`src/rtl/lsp_cb_decode_expand.sv`:
```
// rtl/lsp_cb_decode_expand.sv - parametrised LSP codebook decode with gap expansion
module lsp_cb_decode_expand #(
  parameter int          M        = 10,
  parameter int          NC       = 5,
  parameter int          NUM_GAPS = 2,
  parameter logic [15:0] GAP1     = 16'd10,
  parameter logic [15:0] GAP2     = 16'd5,
  parameter logic [11:0] CB1_BASE = 12'h000,
  parameter logic [11:0] CB2_BASE = 12'h800
) (
  input  logic        clk,
  input  logic        reset,
  input  logic        start,
  input  logic [15:0] code0,
  input  logic [15:0] code1,
  input  logic [15:0] code2,
  input  logic [11:0] bufAddr,
  input  logic [31:0] constantMemIn,
  output logic [11:0] constantMemAddr,
  output logic [31:0] memOut,
  output logic [11:0] memWriteAddr,
  output logic        memWriteEn,
  output logic        busy,
  output logic        done
);

  typedef enum logic [2:0] {
    S_IDLE, S_FETCH2, S_FETCH1, S_SUM, S_EXPAND, S_WRITE, S_DONE
  } state_t;

  localparam logic [3:0]  LAST_J  = 4'(M - 1);
  localparam logic [3:0]  SPLIT_J = 4'(NC);
  localparam logic [11:0] ROW_LEN = 12'(M);
  localparam logic [1:0]  PASSES  = 2'(NUM_GAPS);

  state_t             state, state_nx;
  logic [3:0]         j;
  logic [1:0]         pass;
  logic [6:0]         row0;
  logic [4:0]         row1, row2;
  logic [11:0]        base_q;
  logic signed [15:0] cb2_word;
  logic signed [15:0] rf [16];

  logic [4:0]         row_x;
  logic [11:0]        addr_cb2, addr_cb1;
  logic [3:0]         jm1;
  logic signed [15:0] cb1_word, sum_val, prev, cur, gap, diff, gsum, tstep, prev_nx, cur_nx;
  logic               step_on;

  logic unused_inputs;
  assign unused_inputs = ^{constantMemIn[31:16], code0[15:7], code1[15:5], code2[15:5]};

  function automatic logic signed [15:0] sat16(input logic signed [16:0] v);
    if (v > 17'sd32767)
      return 16'sh7FFF;
    else if (v < -17'sd32768)
      return 16'sh8000;
    else
      return v[15:0];
  endfunction

  // Row addressing, codebook sum and one expansion step on the current j
  always_comb begin
    row_x    = (j < SPLIT_J) ? row1 : row2;
    addr_cb2 = CB2_BASE + ROW_LEN * {7'd0, row_x} + {8'd0, j};
    addr_cb1 = CB1_BASE + ROW_LEN * {5'd0, row0} + {8'd0, j};
    cb1_word = constantMemIn[15:0];
    sum_val  = sat16({cb1_word[15], cb1_word} + {cb2_word[15], cb2_word});
    jm1      = j - 4'd1;
    prev     = rf[jm1];
    cur      = rf[j];
    gap      = (pass == 2'd1) ? GAP1 : GAP2;
    diff     = sat16({prev[15], prev} - {cur[15], cur});
    gsum     = sat16({diff[15], diff} + {gap[15], gap});
    tstep    = gsum >>> 1;
    step_on  = (tstep > 16'sd0);
    prev_nx  = sat16({prev[15], prev} - {tstep[15], tstep});
    cur_nx   = sat16({cur[15], cur} + {tstep[15], tstep});
  end

  // State register
  always_ff @(posedge clk) begin
    if (reset)
      state <= S_IDLE;
    else
      state <= state_nx;
  end

  // Next-state and output decode
  always_comb begin
    state_nx        = state;
    constantMemAddr = '0;
    memOut          = '0;
    memWriteAddr    = '0;
    memWriteEn      = 1'b0;
    busy            = 1'b1;
    done            = 1'b0;
    case (state)
      S_IDLE: begin
        busy = 1'b0;
        if (start) state_nx = S_FETCH2;
      end
      S_FETCH2: begin
        constantMemAddr = addr_cb2;
        state_nx        = S_FETCH1;
      end
      S_FETCH1: begin
        constantMemAddr = addr_cb1;
        state_nx        = S_SUM;
      end
      S_SUM: begin
        if (j == LAST_J)
          state_nx = (PASSES == 2'd0) ? S_WRITE : S_EXPAND;
        else
          state_nx = S_FETCH2;
      end
      S_EXPAND: begin
        if (j == LAST_J && pass == PASSES) state_nx = S_WRITE;
      end
      S_WRITE: begin
        memWriteEn   = 1'b1;
        memWriteAddr = base_q + {8'd0, j};
        memOut       = {{16{cur[15]}}, cur};
        if (j == LAST_J) state_nx = S_DONE;
      end
      S_DONE: begin
        done     = 1'b1;
        state_nx = S_IDLE;
      end
      default: state_nx = S_IDLE;
    endcase
  end

  // Index, pass counter, latched request and the buf register file
  always_ff @(posedge clk) begin
    if (reset) begin
      j        <= '0;
      pass     <= '0;
      cb2_word <= '0;
      row0     <= '0;
      row1     <= '0;
      row2     <= '0;
      base_q   <= '0;
      for (int i = 0; i < 16; i++) rf[i] <= '0;
    end else begin
      case (state)
        S_IDLE: begin
          j    <= '0;
          pass <= '0;
          for (int i = 0; i < 16; i++) rf[i] <= '0;
          if (start) begin
            row0   <= code0[6:0];
            row1   <= code1[4:0];
            row2   <= code2[4:0];
            base_q <= bufAddr;
          end
        end
        S_FETCH1: cb2_word <= constantMemIn[15:0];
        S_SUM: begin
          rf[j] <= sum_val;
          if (j == LAST_J) begin
            if (PASSES == 2'd0) begin
              j <= '0;
            end else begin
              j    <= 4'd1;
              pass <= 2'd1;
            end
          end else begin
            j <= j + 4'd1;
          end
        end
        S_EXPAND: begin
          if (step_on) begin
            rf[jm1] <= prev_nx;
            rf[j]   <= cur_nx;
          end
          if (j == LAST_J) begin
            if (pass == PASSES) begin
              j <= '0;
            end else begin
              j    <= 4'd1;
              pass <= pass + 2'd1;
            end
          end else begin
            j <= j + 4'd1;
          end
        end
        S_WRITE: j <= (j == LAST_J) ? 4'd0 : j + 4'd1;
        default: ;
      endcase
    end
  end

endmodule

```
`config.mk`:
```
export PLATFORM = sky130hd
export DESIGN_NAME = lsp_cb_decode_expand
export DESIGN_NICKNAME = d
export VERILOG_FILES = /design/src/rtl/lsp_cb_decode_expand.sv
export SDC_FILE = /design/constraint.sdc
export NUM_CORES = 1
export LEC_CHECK = 0
export CORE_AREA = 2 2 205 207
export CTS_CLUSTER_DIAMETER = 200
export DETAILED_ROUTE_END_ITERATION = 8
export DIE_AREA = 0 0 207 209
export PLACE_DENSITY = 0.78
export SLEW_MARGIN = 20
export SYNTH_ARGS = -nofsm -noshare
export SYNTH_HDL_FRONTEND = slang
export SYNTH_SLANG_ARGS = --single-unit
```
`constraint.sdc`:
```
create_clock -name clk -period 11 [get_ports clk]
set_input_delay 2.2 -clock clk [delete_from_list [all_inputs] [get_ports clk]]
set_output_delay 2.2 -clock clk [all_outputs]
set_load 0.05 [all_outputs]
```
==> metrics.md <==
| Metric | Value |
|---|---|
| Die X | 207 um |
| Fillcell total | 3108 |
| Final hold slack | 0.460 ns |
| Setup repair bufs after CTS | 0 |
| First-pass GRT wire length | 105 mm |
| PD cells | 319 mW/mm2 |
| Antenna viol nets, final | 0 |
| Worst R2R Path Depth | 43 |
| Max VDD drop | 258 uV |
| Dpl hpwl | 49.9 mm |
| P_leak | 9.52 nW |
| IO buf count | 106 |
| Mapped Area | 0.0222 mm2 |
| Vias per cell | 7.16 |
| Post-route minimum period | 10.50 ns |
| Total number of vias | 19160 |
| Clock Tree Root | clkbuf_16 |
| Vias in the first global route | 18623 |
| Slew Viols, Final | 0 |
| DRT iter0 DRCs | 2273 |
| Yosys cell types | 88 |
| Die height | 209 um |
| Clock skew | 0.0158 ns |
| Core footprint | 0.0413 mm2 |
| Synthesized net count | 2250 |
| Critical path class | reg2reg |
| Most common cell on crit path | buf_4 |
| Final setup violation count | 0 |
| CP max-delay cell | a2111oi_2 |
| Synth async-reset ratio | 0 |
| First-pass DRT Iterations | 6 |
| Final Cycle Share | 0.955 |
| Fin util | 0.613 |
| Setup_tns | 0 ns |
| Drt drc | 0 |
| EDFF count, synth | 256 |
| Placement row count | 75 |
| Sequential share of the synthesized area | 0.398 |
| Worst Hold Launch | row1[0] |
| RD Place Congestion | 0.939 |
| Clk buf depth | 3 |
| Worst Hold End | row1[0] |
| Area grow syn2layout | 14.0% |
| Die area | 0.0433 mm2 |
| Max_cap viols | 0 |
| Hold_buf cts | 0 |
| Post_cts resized | 0 |
| R2r startpoint | j[0] |
| Clk_lat worst skew | 0.55 ns |
| CTS tree | built |
| Detailed Route WL | 68.8 mm |
| CP Data Arrival Time | 10.79 ns |
| Worst hold-check path type | reg2reg |
| Post-route cell area | 0.0253 mm2 |
| Synth Flop Type | edfxtp_1 |
| Clock Sinks | 314 |
| Area of the multi-input gates | 0.0123 mm2 |
| Cell count after synthesis | 2042 |
| Outcome | completed |
| Crit-path max FO | 14 |
| Syn_area_per_cell | 10.9 um2 |
| Initial Utilization | 0.538 |
| Number of CTS-inserted buffers | 34 |
| Register Area | 0.00886 mm2 |
| Largest net degree at the start of global routing | 65 |
| Wire length per cell | 25.7 um |
| Crit end category | register |
| YS warnings | 0 |
| Worst-Margin Slew | 1.08 ns |
| R2R Setup Slk | 0.50 ns |
| Critical Path RT | 11.29 ns |
| Slowest Stage Delay on Critical Path | 0.55 ns |
| Hold Violations, Final | 0 |
| Inst Count DP | 2618 |
| CP startpoint kind | register |
| H-tree Lvls | 2 |
| Flops & latches, synth | 314 |
| Unrepaired setup endpoints after global routing | false |
| Hold path depth | 2 |
| Diodes inserted | 0 |
| Fmax | 95.2 MHz |
| Area after DPL | 0.0242 mm2 |
| Initial antenna violation count | 1 |
| Nets | 2323 |
| Number of I/O pins | 154 |
| GRT Overall Usage | 0.308 |
| Share of layout cells above drive strength 1 | 0.177 |
| Fin cells | 2677 |
| Worst r2r dst | rf[8][0] |
| Clock transition at path regs | 0.07 ns |
| Grt ovf | 0 |
| Slew HR | 0.277 |
-- worst max path at each step --
stage	startpoint	end	slack, ns	cells past startpoint
3_5_place_dp	j[0]	rf[8][0]	0.14	39
4_1_cts	j[0]	rf[8][0]	0.06	39
5_1_grt	j[0]	rf[7][1]	0.01	42
3_3_place_gp	j[0]	rf[8][0]	0.45	39
2_1_floorplan	j[0]	rf[4][13]	0.45	44
6_report	j[0]	rf[8][0]	0.50	43
-- registers in the layout (all words and copies together), names as in the netlist, named ones only --
register  count
rf          256
pass          2
row2          5
base_q       12
cb2_word     16
row0          7
row1          5
state         3
j             4
-- critical path: cells and delay by family (launching register included) --
kind	cells	cell delay (ns)
DFF	1	0.51
adders and majority gates	6	1.95
and+or+nand+nor	9	1.32
muxes	2	0.82
AOI/OAI and AO/OA	17	4.22
buffers and inverters	9	1.39
-- synth_stat cells, types with 9 or more instances --
library cell  instances  area share
clkbuf_1             93       0.016
nor2b_1              20      0.0056
buf_4                21      0.0071
or3_1                10      0.0028
mux4_2              160        0.16
ha_1                103       0.058
nand2b_1             16      0.0045
nand4_1              26      0.0073
a211oi_1             11      0.0037
a21o_1               32       0.011
o21bai_1             10      0.0034
a21oi_1             119       0.027
fa_1                 10      0.0090
a22o_4                9      0.0071
and3_1               17      0.0048
nor3_1               19      0.0043
edfxtp_1            256        0.35
o22ai_1             240       0.068
xor2_1               31       0.012
xnor2_1              40       0.016
nor2_1              106       0.018
inv_1                76       0.013
o21ai_0              56       0.013
buf_2                31      0.0070
buf_1                26      0.0044
o211ai_1             11      0.0037
dfxtp_1              58       0.052
nand2_1             209       0.035
a31oi_1              11      0.0031
nand3_1              63       0.014
-- cell type report --
| type | count | share of cell area |
|---|---|---|
| inverter | 76 | 0.0113 |
| multi-input combinational | 1474 | 0.487 |
| timing repair buffer | 215 | 0.0830 |
| clock buffer | 38 | 0.0350 |
| sequential | 314 | 0.350 |
| tap | 539 | 0.0266 |
| clock inverter | 21 | 0.00776 |
-- cells by family after synthesis --
group                    Yosys count  synth area share
AO/OA/AOI/OAI                    586             0.176
AND/OR/NAND/NOR                  532             0.112
flip-flops                       314             0.398
buffers and inverters            254            0.0503
multiplexers                     170             0.167
adder cells (fa/ha/maj)          114            0.0675
XOR/XNOR                          72            0.0287
-- layer usage --
| layer | track usage | vias to the layer above | wire, um |
|---|---|---|---|
| met4 | 0.143 | 2 | 2860 |
| met5 | 0 | - | 8 |
| li1 | - | 8118 | - |
| met2 | 0.506 | 1544 | 33000 |
| met1 | 0.383 | 9272 | 24100 |
| met3 | 0.0797 | 224 | 8760 |
-- cell usage in the layout (no fill, tap or decap), drive strengths merged, types with 8 or more instances in the layout --
cell,count
a21oi,121
a22o,17
nor2,107
and2,9
nand3,63
mux4,160
clkbuf,38
nor2b,20
a31oi,11
fa,10
or3,10
nor4,9
o21ai,59
nor3,21
o21bai,10
clkdlybuf4s50,105
o22ai,246
clkinv,12
o21a,8
ha,103
nand4,27
a211oi,12
xor2,31
a21o,32
dfxtp,58
edfxtp,256
or2,11
o211ai,11
nand2b,16
inv,80
xnor2,41
nand2,209
buf,110
and3,17
-- power by group --
part           switching (W)  internal, W
Clock               0.000504     0.000637
Combinational        0.00347      0.00191
Sequential         0.0000997      0.00146
-- per-stage QoR --
stage          total power (W)  setup slack [ns]
2_1_floorplan          0.00495             0.448
3_3_place_gp           0.00647             0.449
3_5_place_dp           0.00667             0.140
4_1_cts                0.00785            0.0596
5_1_grt                0.00847            0.0132
6_report               0.00808             0.500
(Power assumes the default switching activity.)
